===== config.mk =====
export PLATFORM = sky130hd
export DESIGN_NAME = fetch_sequencer_flat
export DESIGN_NICKNAME = d
export VERILOG_FILES = /design/src/rtl/fetch_sequencer_pkg.sv /design/src/rtl/fetch_sequencer_if.sv /design/src/rtl/fetch_sequencer_next_pc_mux.sv /design/src/rtl/fetch_sequencer.sv /design/src/flat_wrapper.sv
export SDC_FILE = /design/constraint.sdc
export NUM_CORES = 1
export LEC_CHECK = 0
export ABC_CLOCK_PERIOD_IN_PS = 3700
export CAP_MARGIN = 5
export CORE_UTILIZATION = 43
export CTS_BUF_LIST = sky130_fd_sc_hd__clkbuf_16
export CTS_CLUSTER_DIAMETER = 150
export CTS_CLUSTER_SIZE = 20
export DETAILED_ROUTE_END_ITERATION = 16
export MAX_ROUTING_LAYER = met4
export PLACE_DENSITY = 0.87
export SLEW_MARGIN = 20
export SYNTH_ARGS = -nofsm -noshare
export SYNTH_HDL_FRONTEND = slang
export SYNTH_SLANG_ARGS = --single-unit

===== constraint.sdc =====
create_clock -name Clk -period 3.7 [get_ports Clk]
set_input_delay 0.74 -clock Clk [delete_from_list [all_inputs] [get_ports Clk]]
set_output_delay 0.74 -clock Clk [all_outputs]
set_load 0.005 [all_outputs]

===== src/rtl/fetch_sequencer_pkg.sv =====
// Shared types and defaults for the instruction fetch sequencer.
package fetch_sequencer_pkg;

    localparam int          DEF_ADDR_W      = 32;
    localparam int          DEF_INSTR_BYTES = 4;
    localparam logic [31:0] DEF_RESET_VEC   = 32'h0000_0000;

    // Fetch FSM states
    typedef enum logic [2:0] {
        BOOT  = 3'd0,
        FETCH = 3'd1,
        WAIT  = 3'd2,
        DRAIN = 3'd3,
        HOLD  = 3'd4
    } state_e;

    // Source selected for the next PC
    typedef enum logic [1:0] {
        SEL_HOLD   = 2'd0,
        SEL_SEQ    = 2'd1,
        SEL_TARGET = 2'd2,
        SEL_PEND   = 2'd3
    } pc_sel_e;

endpackage


===== src/rtl/fetch_sequencer_if.sv =====
// Pipeline-side bus of the fetch sequencer: PC loop, imem handshake,
// hazard/redirect inputs and IF/ID, ID/EX control outputs.
interface fetch_sequencer_if
    import fetch_sequencer_pkg::*;
#(
    parameter int ADDR_W = DEF_ADDR_W
);
    logic [ADDR_W-1:0] PCResult;
    logic [ADDR_W-1:0] Address;
    logic              imem_req;
    logic              imem_ack;
    logic              stall_id;
    logic              jump_id;
    logic [ADDR_W-1:0] jump_target_id;
    logic              br_taken_ex;
    logic [ADDR_W-1:0] br_target_ex;
    logic              fetch_valid;
    logic              ifid_write;
    logic              flush_if_id;
    logic              flush_id_ex;

    // Sequencer side
    modport master (
        input  PCResult, imem_ack, stall_id, jump_id, jump_target_id,
               br_taken_ex, br_target_ex,
        output Address, imem_req, fetch_valid, ifid_write,
               flush_if_id, flush_id_ex
    );

    // Datapath / memory side
    modport slave (
        output PCResult, imem_ack, stall_id, jump_id, jump_target_id,
               br_taken_ex, br_target_ex,
        input  Address, imem_req, fetch_valid, ifid_write,
               flush_if_id, flush_id_ex
    );
endinterface


===== src/rtl/fetch_sequencer_next_pc_mux.sv =====
// Next-PC selection: branch-over-jump priority, word alignment of redirect
// targets, and the hold / sequential / target / pending source mux.
module fetch_sequencer_next_pc_mux
    import fetch_sequencer_pkg::*;
#(
    parameter int ADDR_W      = DEF_ADDR_W,
    parameter int INSTR_BYTES = DEF_INSTR_BYTES
) (
    input  logic [ADDR_W-1:0] pc_i,
    input  logic              jump_i,
    input  logic [ADDR_W-1:0] jump_target_i,
    input  logic              br_taken_i,
    input  logic [ADDR_W-1:0] br_target_i,
    input  logic [ADDR_W-1:0] pend_i,
    input  pc_sel_e           sel_i,
    output logic              redirect_o,
    output logic [ADDR_W-1:0] target_o,
    output logic [ADDR_W-1:0] next_pc_o
);
    logic [ADDR_W-1:0] raw_target;
    logic [ADDR_W-1:0] seq_pc;

    // An EX branch is older than an ID jump, so it wins.
    assign redirect_o = br_taken_i | jump_i;
    assign raw_target = br_taken_i ? br_target_i : jump_target_i;
    assign target_o   = {raw_target[ADDR_W-1:2], 2'b00};
    // Wraps naturally at the top of the address space.
    assign seq_pc     = pc_i + ADDR_W'(INSTR_BYTES);

    // Pick the PC source requested by the FSM
    always_comb begin
        next_pc_o = pc_i;
        case (sel_i)
            SEL_SEQ:    next_pc_o = seq_pc;
            SEL_TARGET: next_pc_o = target_o;
            SEL_PEND:   next_pc_o = pend_i;
            default:    next_pc_o = pc_i;
        endcase
    end
endmodule


===== src/rtl/fetch_sequencer.sv =====
// Fetch FSM and next-PC controller. Issues imem requests at PCResult,
// steers the PC register, remembers redirects that land while an access is
// still in flight, and raises the IF/ID and ID/EX flushes.
module fetch_sequencer
    import fetch_sequencer_pkg::*;
#(
    parameter int                ADDR_W      = DEF_ADDR_W,
    parameter logic [ADDR_W-1:0] RESET_VEC   = '0,
    parameter int                INSTR_BYTES = DEF_INSTR_BYTES
) (
    input logic               Clk,
    input logic               Reset,
    fetch_sequencer_if.master bus
);
    state_e            state_q, state_d;
    logic [ADDR_W-1:0] pend_q, pend_d;
    logic              pend_valid_q, pend_valid_d;

    pc_sel_e           pc_sel;
    logic              redirect;
    logic [ADDR_W-1:0] target;
    logic [ADDR_W-1:0] next_pc;

    logic              req_o, fetch_valid_o, flush_if_id_o, flush_id_ex_o;

    logic              ack;
    logic              stall;

    assign ack   = bus.imem_ack;
    assign stall = bus.stall_id;

    fetch_sequencer_next_pc_mux #(
        .ADDR_W      (ADDR_W),
        .INSTR_BYTES (INSTR_BYTES)
    ) u_next_pc_mux (
        .pc_i          (bus.PCResult),
        .jump_i        (bus.jump_id),
        .jump_target_i (bus.jump_target_id),
        .br_taken_i    (bus.br_taken_ex),
        .br_target_i   (bus.br_target_ex),
        .pend_i        (pend_q),
        .sel_i         (pc_sel),
        .redirect_o    (redirect),
        .target_o      (target),
        .next_pc_o     (next_pc)
    );

    // State and pending-redirect registers
    always_ff @(posedge Clk) begin
        if (Reset) begin
            state_q      <= BOOT;
            pend_q       <= '0;
            pend_valid_q <= 1'b0;
        end else begin
            state_q      <= state_d;
            pend_q       <= pend_d;
            pend_valid_q <= pend_valid_d;
        end
    end

    // Next-state logic; an access already issued must complete (DRAIN)
    always_comb begin
        state_d      = state_q;
        pend_d       = pend_q;
        pend_valid_d = pend_valid_q;
        case (state_q)
            BOOT: state_d = FETCH;  // any stale ack here is ignored
            FETCH: begin
                if (redirect) begin
                    if (!ack) begin
                        state_d      = DRAIN;
                        pend_d       = target;
                        pend_valid_d = 1'b1;
                    end
                end else if (!stall && !ack) begin
                    state_d = WAIT;
                end
            end
            WAIT: begin
                if (redirect) begin
                    if (!ack) begin
                        state_d      = DRAIN;
                        pend_d       = target;
                        pend_valid_d = 1'b1;
                    end else begin
                        state_d = FETCH;
                    end
                end else if (ack) begin
                    state_d = stall ? HOLD : FETCH;
                end
            end
            DRAIN: begin
                if (redirect) pend_d = target;
                if (ack) begin
                    state_d      = FETCH;
                    pend_valid_d = 1'b0;
                end
            end
            HOLD: begin
                if (redirect || !stall) state_d = FETCH;
            end
            default: state_d = BOOT;
        endcase
    end

    // Output logic: request, accept, flushes and PC source select
    always_comb begin
        req_o         = 1'b0;
        fetch_valid_o = 1'b0;
        flush_if_id_o = 1'b0;
        flush_id_ex_o = 1'b0;
        pc_sel        = SEL_HOLD;
        if (!Reset) begin
            if (state_q != BOOT) begin
                flush_if_id_o = bus.br_taken_ex | bus.jump_id;
                flush_id_ex_o = bus.br_taken_ex;
            end
            case (state_q)
                FETCH: begin
                    req_o = !stall;
                    if (redirect) begin
                        if (ack) pc_sel = SEL_TARGET;
                    end else if (!stall && ack) begin
                        fetch_valid_o = 1'b1;
                        pc_sel        = SEL_SEQ;
                    end
                end
                WAIT: begin
                    req_o = 1'b1;
                    if (redirect) begin
                        if (ack) pc_sel = SEL_TARGET;
                    end else if (ack && !stall) begin
                        fetch_valid_o = 1'b1;
                        pc_sel        = SEL_SEQ;
                    end
                end
                DRAIN: begin
                    req_o = 1'b1;
                    if (ack) begin
                        if (redirect)          pc_sel = SEL_TARGET;
                        else if (pend_valid_q) pc_sel = SEL_PEND;
                    end
                end
                HOLD: begin
                    if (redirect) begin
                        pc_sel = SEL_TARGET;
                    end else if (!stall) begin
                        fetch_valid_o = 1'b1;
                        pc_sel        = SEL_SEQ;
                    end
                end
                default: pc_sel = SEL_HOLD;
            endcase
        end
    end

    assign bus.Address     = Reset ? RESET_VEC : next_pc;
    assign bus.imem_req    = req_o;
    assign bus.fetch_valid = fetch_valid_o;
    assign bus.ifid_write  = fetch_valid_o;
    assign bus.flush_if_id = flush_if_id_o;
    assign bus.flush_id_ex = flush_id_ex_o;
endmodule

===== src/flat_wrapper.sv =====
// flat-port wrapper written by rule: the top's interface ports become plain ports
module fetch_sequencer_flat import fetch_sequencer_pkg::*;
#(
    parameter int                ADDR_W      = DEF_ADDR_W,
    parameter logic [ADDR_W-1:0] RESET_VEC   = '0,
    parameter int                INSTR_BYTES = DEF_INSTR_BYTES
)
  (Clk, Reset, bus_PCResult, bus_imem_ack, bus_stall_id, bus_jump_id, bus_jump_target_id, bus_br_taken_ex, bus_br_target_ex, bus_Address, bus_imem_req, bus_fetch_valid, bus_ifid_write, bus_flush_if_id, bus_flush_id_ex);
  fetch_sequencer_if #(.ADDR_W(ADDR_W)) bus_i ();
  input logic Clk;
  input logic Reset;
  input wire logic [$bits(bus_i.PCResult)-1:0] bus_PCResult;
  input wire logic [$bits(bus_i.imem_ack)-1:0] bus_imem_ack;
  input wire logic [$bits(bus_i.stall_id)-1:0] bus_stall_id;
  input wire logic [$bits(bus_i.jump_id)-1:0] bus_jump_id;
  input wire logic [$bits(bus_i.jump_target_id)-1:0] bus_jump_target_id;
  input wire logic [$bits(bus_i.br_taken_ex)-1:0] bus_br_taken_ex;
  input wire logic [$bits(bus_i.br_target_ex)-1:0] bus_br_target_ex;
  output wire logic [$bits(bus_i.Address)-1:0] bus_Address;
  output wire logic [$bits(bus_i.imem_req)-1:0] bus_imem_req;
  output wire logic [$bits(bus_i.fetch_valid)-1:0] bus_fetch_valid;
  output wire logic [$bits(bus_i.ifid_write)-1:0] bus_ifid_write;
  output wire logic [$bits(bus_i.flush_if_id)-1:0] bus_flush_if_id;
  output wire logic [$bits(bus_i.flush_id_ex)-1:0] bus_flush_id_ex;
  assign bus_i.PCResult = bus_PCResult;
  assign bus_i.imem_ack = bus_imem_ack;
  assign bus_i.stall_id = bus_stall_id;
  assign bus_i.jump_id = bus_jump_id;
  assign bus_i.jump_target_id = bus_jump_target_id;
  assign bus_i.br_taken_ex = bus_br_taken_ex;
  assign bus_i.br_target_ex = bus_br_target_ex;
  assign bus_Address = bus_i.Address;
  assign bus_imem_req = bus_i.imem_req;
  assign bus_fetch_valid = bus_i.fetch_valid;
  assign bus_ifid_write = bus_i.ifid_write;
  assign bus_flush_if_id = bus_i.flush_if_id;
  assign bus_flush_id_ex = bus_i.flush_id_ex;
  fetch_sequencer #(.ADDR_W(ADDR_W), .RESET_VEC(RESET_VEC), .INSTR_BYTES(INSTR_BYTES)) u_core (.Clk(Clk), .Reset(Reset), .bus(bus_i));
endmodule

==> flow_summary.json <==
{
  "num_io_pins": 139,
  "crit_chain": "buf_2 > or3_4 > or4_4 > inv_8 > nor2_4 > buf_4 > o21ai_0 > a21oi_1 > dlygate4sd2_1",
  "leakage_nw": 2.352,
  "final-setup-viol-count": 2,
  "finalInstanceArea_mm2": 0.005489,
  "layout-drive-gt1-share_pct": 22.31,
  "wire_per_inst_um": 19.35,
  "grt_util_all_layers_pct": 36.23,
  "fin_skew_ns": 0.004502,
  "tightest_slew_ns": 0.7262,
  "cts_tree": "yes",
  "hold_viol_final": 0,
  "grt_pass1_vias": 4366,
  "dp_hpwl_mm": 9.184,
  "cp.buffers_inverters": 4,
  "cp_max_fo": 11,
  "grt_start_max_net_pins": 68,
  "finalWorstSetupSlack_ns": -0.02892,
  "violations": "setup timing",
  "yosys.cell_count.top_type": "nor2_1",
  "timing.slew.headroom_pct": 51.58,
  "end_kind": "output pin",
  "clockBufferDepth": 2,
  "clk_pin_slew_ns": 0.06,
  "crit_arrival_ns": 2.99,
  "drt_iter0_drc": 649,
  "drt-total-wl_mm": 14.26,
  "yosysTopAreaCell": "dfxtp_1",
  "htreeDepth": 2,
  "clk_latency_ns": 0.29,
  "hold_path_end": "u_core.pend_q[5]",
  "n_fill_cell": 453,
  "ys_seq_area_share_pct": 21.72,
  "maxCapViolCount": 0,
  "holdWs_ns": 0.5020,
  "ys_warn_count": 0,
  "synth_common_cells": "nor2_1 (66), a21oi_1 (36), a211oi_1 (34), dfxtp_1 (34), mux2i_1 (33)",
  "area_growth_pct": 75.13,
  "synth_top_area_share_pct": 21.72,
  "clkSinkCount": 34,
  "die_area_mm2": 0.007634,
  "grt_pass1_wl_mm": 20.82,
  "fin_crit_ns": 3.729,
  "ys_types": 56,
  "final_nets": 743,
  "p_total_mw": 1.304,
  "reg2reg_to": "u_core.pend_q[15]",
  "hold_class": "reg2reg",
  "overflow": 0,
  "synth_area_mm2": 0.003134,
  "syn_avg_cell_area_um2": 7.123,
  "r2r_slack_ns": 1.68,
  "timing.rr.start": "u_core.state_q[1]",
  "status": "complete, but fails checks",
  "synth_cells": 440,
  "cts_made_buffers": 5,
  "cp_slowest_stage_delay_ns": 0.63,
  "num_vias": 4667,
  "diodes": 0,
  "finalCritPeriodShare_pct": 100.8,
  "vdd.ir_drop.worst_uv": 160.2,
  "initial_core_util_pct": 45.38,
  "multi_input_area_mm2": 0.002452,
  "gp_congestion": 0.9415,
  "cts_hold_buf": 0,
  "dieWidth_um": 87.38,
  "fmax_ghz": 0.2682,
  "hp-start": "u_core.pend_q[5]",
  "die_y_um": 87.38,
  "crit_type": "in2out",
  "pwr_density_cell_mw_per_mm2": 237.6,
  "drt_pre_antenna_iters": 6,
  "critPathTopFamily": "simple AND/OR/NAND/NOR gates",
  "drc": 0,
  "synth_area_leaders": "dfxtp_1 (22%), mux2i_1 (11%), a211oi_1 (8.1%)",
  "synth_nets": 543,
  "cp.required_ns": 2.96,
  "row_count": 30,
  "core-area_mm2": 0.006907,
  "synth-seq-cells": 34,
  "vias_per_cell": 6.332,
  "antenna_left": 0,
  "reg2reg_depth": 8,
  "post_dp_cell_area_mm2": 0.005037,
  "holdPathStages": 2,
  "async_reset_ff_share_pct": 0,
  "clock-root-buffer": "clkbuf_16",
  "synth_ff_type": "dfxtp_1",
  "slowest_stage": "or4_4",
  "maxSlewViolCount": 0,
  "final-seq-area_um2": 680.7,
  "synth_edf_count": 0,
  "worst_setup_path_start_kind": "primary input",
  "io_buffer_count": 134,
  "antenna_found_initial": 0
}
sequential cells by signal, indices dropped and copies added, names as in the netlist:
signal and flops:
u_core.pend_q 30, u_core.state_q 3, u_core.pend_valid_q 1
cells in the final DEF (no fill, tap or decap), drive strengths merged, types with 15 or more instances in the layout:
cell / count
dfxtp: 34
a21oi: 36
o21ai: 33
clkdlybuf4s50: 87
mux2i: 33
nor3: 15
nor2: 66
buf: 97
dlygate4sd2: 27
a211oi: 34
nand2: 30
area by class of cell:
class	count	share of cell area [%]
Sequential cell	34	12.40
Clock inverter	3	0.3647
Inverter	3	0.3419
Clock buffer	5	2.279
Tap cell	96	2.188
Multi-Input combinational cell	368	44.68
Timing Repair Buffer	228	37.75
logic make-up after synthesis:
kind of cell | count (synthesis) | synth area share [%]
and+or+nand+nor | 176 | 27.78
DFF | 34 | 21.72
AOI/OAI and AO/OA | 148 | 30.82
muxes | 35 | 11.26
xor gates and xnor gates | 7 | 1.956
buffers and inverters | 39 | 6.068
adders and majority gates | 1 | 0.3991
how the worst max path moves through the flow:
stage	slack (ns)	from	end	cells past startpoint
6_report	-0.03	Reset	bus_Address[19]	9
5_1_grt	-0.08	bus_PCResult[16]	bus_Address[30]	8
4_1_cts	-0.19	bus_imem_ack	bus_Address[15]	10
3_5_place_dp	-0.42	bus_imem_ack	bus_Address[19]	9
3_3_place_gp	-0.34	bus_imem_ack	bus_Address[25]	10
2_1_floorplan	0.43	bus_imem_ack	bus_Address[27]	10
what timing repair did:
| action | 4_1_cts | 5_1_grt |
|---|---|---|
| pin swaps | 11 | 8 |
| setup endpoints to repair | 32 | 29 |
| cloned | 2 | 0 |
| hold endpoints to repair | 0 | 0 |
| gates resized for setup | 73 | 30 |
| setup buffers | 6 | 6 |
power by group:
part | switching (mW) | internal [mW] | leakage (nW) | total, mW
Sequential | 0.0190 | 0.398 | 0.280 | 0.417
Combinational | 0.219 | 0.242 | 2.00 | 0.461
Clock | 0.177 | 0.250 | 0.0679 | 0.426
Total | 0.415 | 0.889 | 2.35 | 1.30
worst register-to-register path, cell delays in order, from the launching register on:
cell      delay, ns
dfxtp_1        0.36
buf_4          0.22
nor2_1         0.09
nor2_1         0.10
a21oi_1        0.06
nor3_2         0.12
buf_4          0.52
nor2_1         0.16
a211oi_1       0.29
per-stage QoR:
stage                     cells  setup WS, ns  utilization (%)  TNS (ns)
after floorplan             440        0.4307                -         0
after global placement      715       -0.3350            72.93    -7.738
after detailed placement    715       -0.4151            72.93    -8.812
after CTS                   731       -0.1895            77.48   -0.4569
after global routing        737      -0.08066            79.47   -0.1960
final                       737      -0.02892            79.47  -0.04370
metal layers:
metal  wire [um]  global-route usage, %  vias to the layer above
met5           0                      -                        -
met4         804                  19.08                        0
met3        1437                  5.687                       98
met2        6695                  57.88                      355
met1        5325                  43.83                     2137
li1            -                      -                     2077
Power figures use the tool's default switching activity.
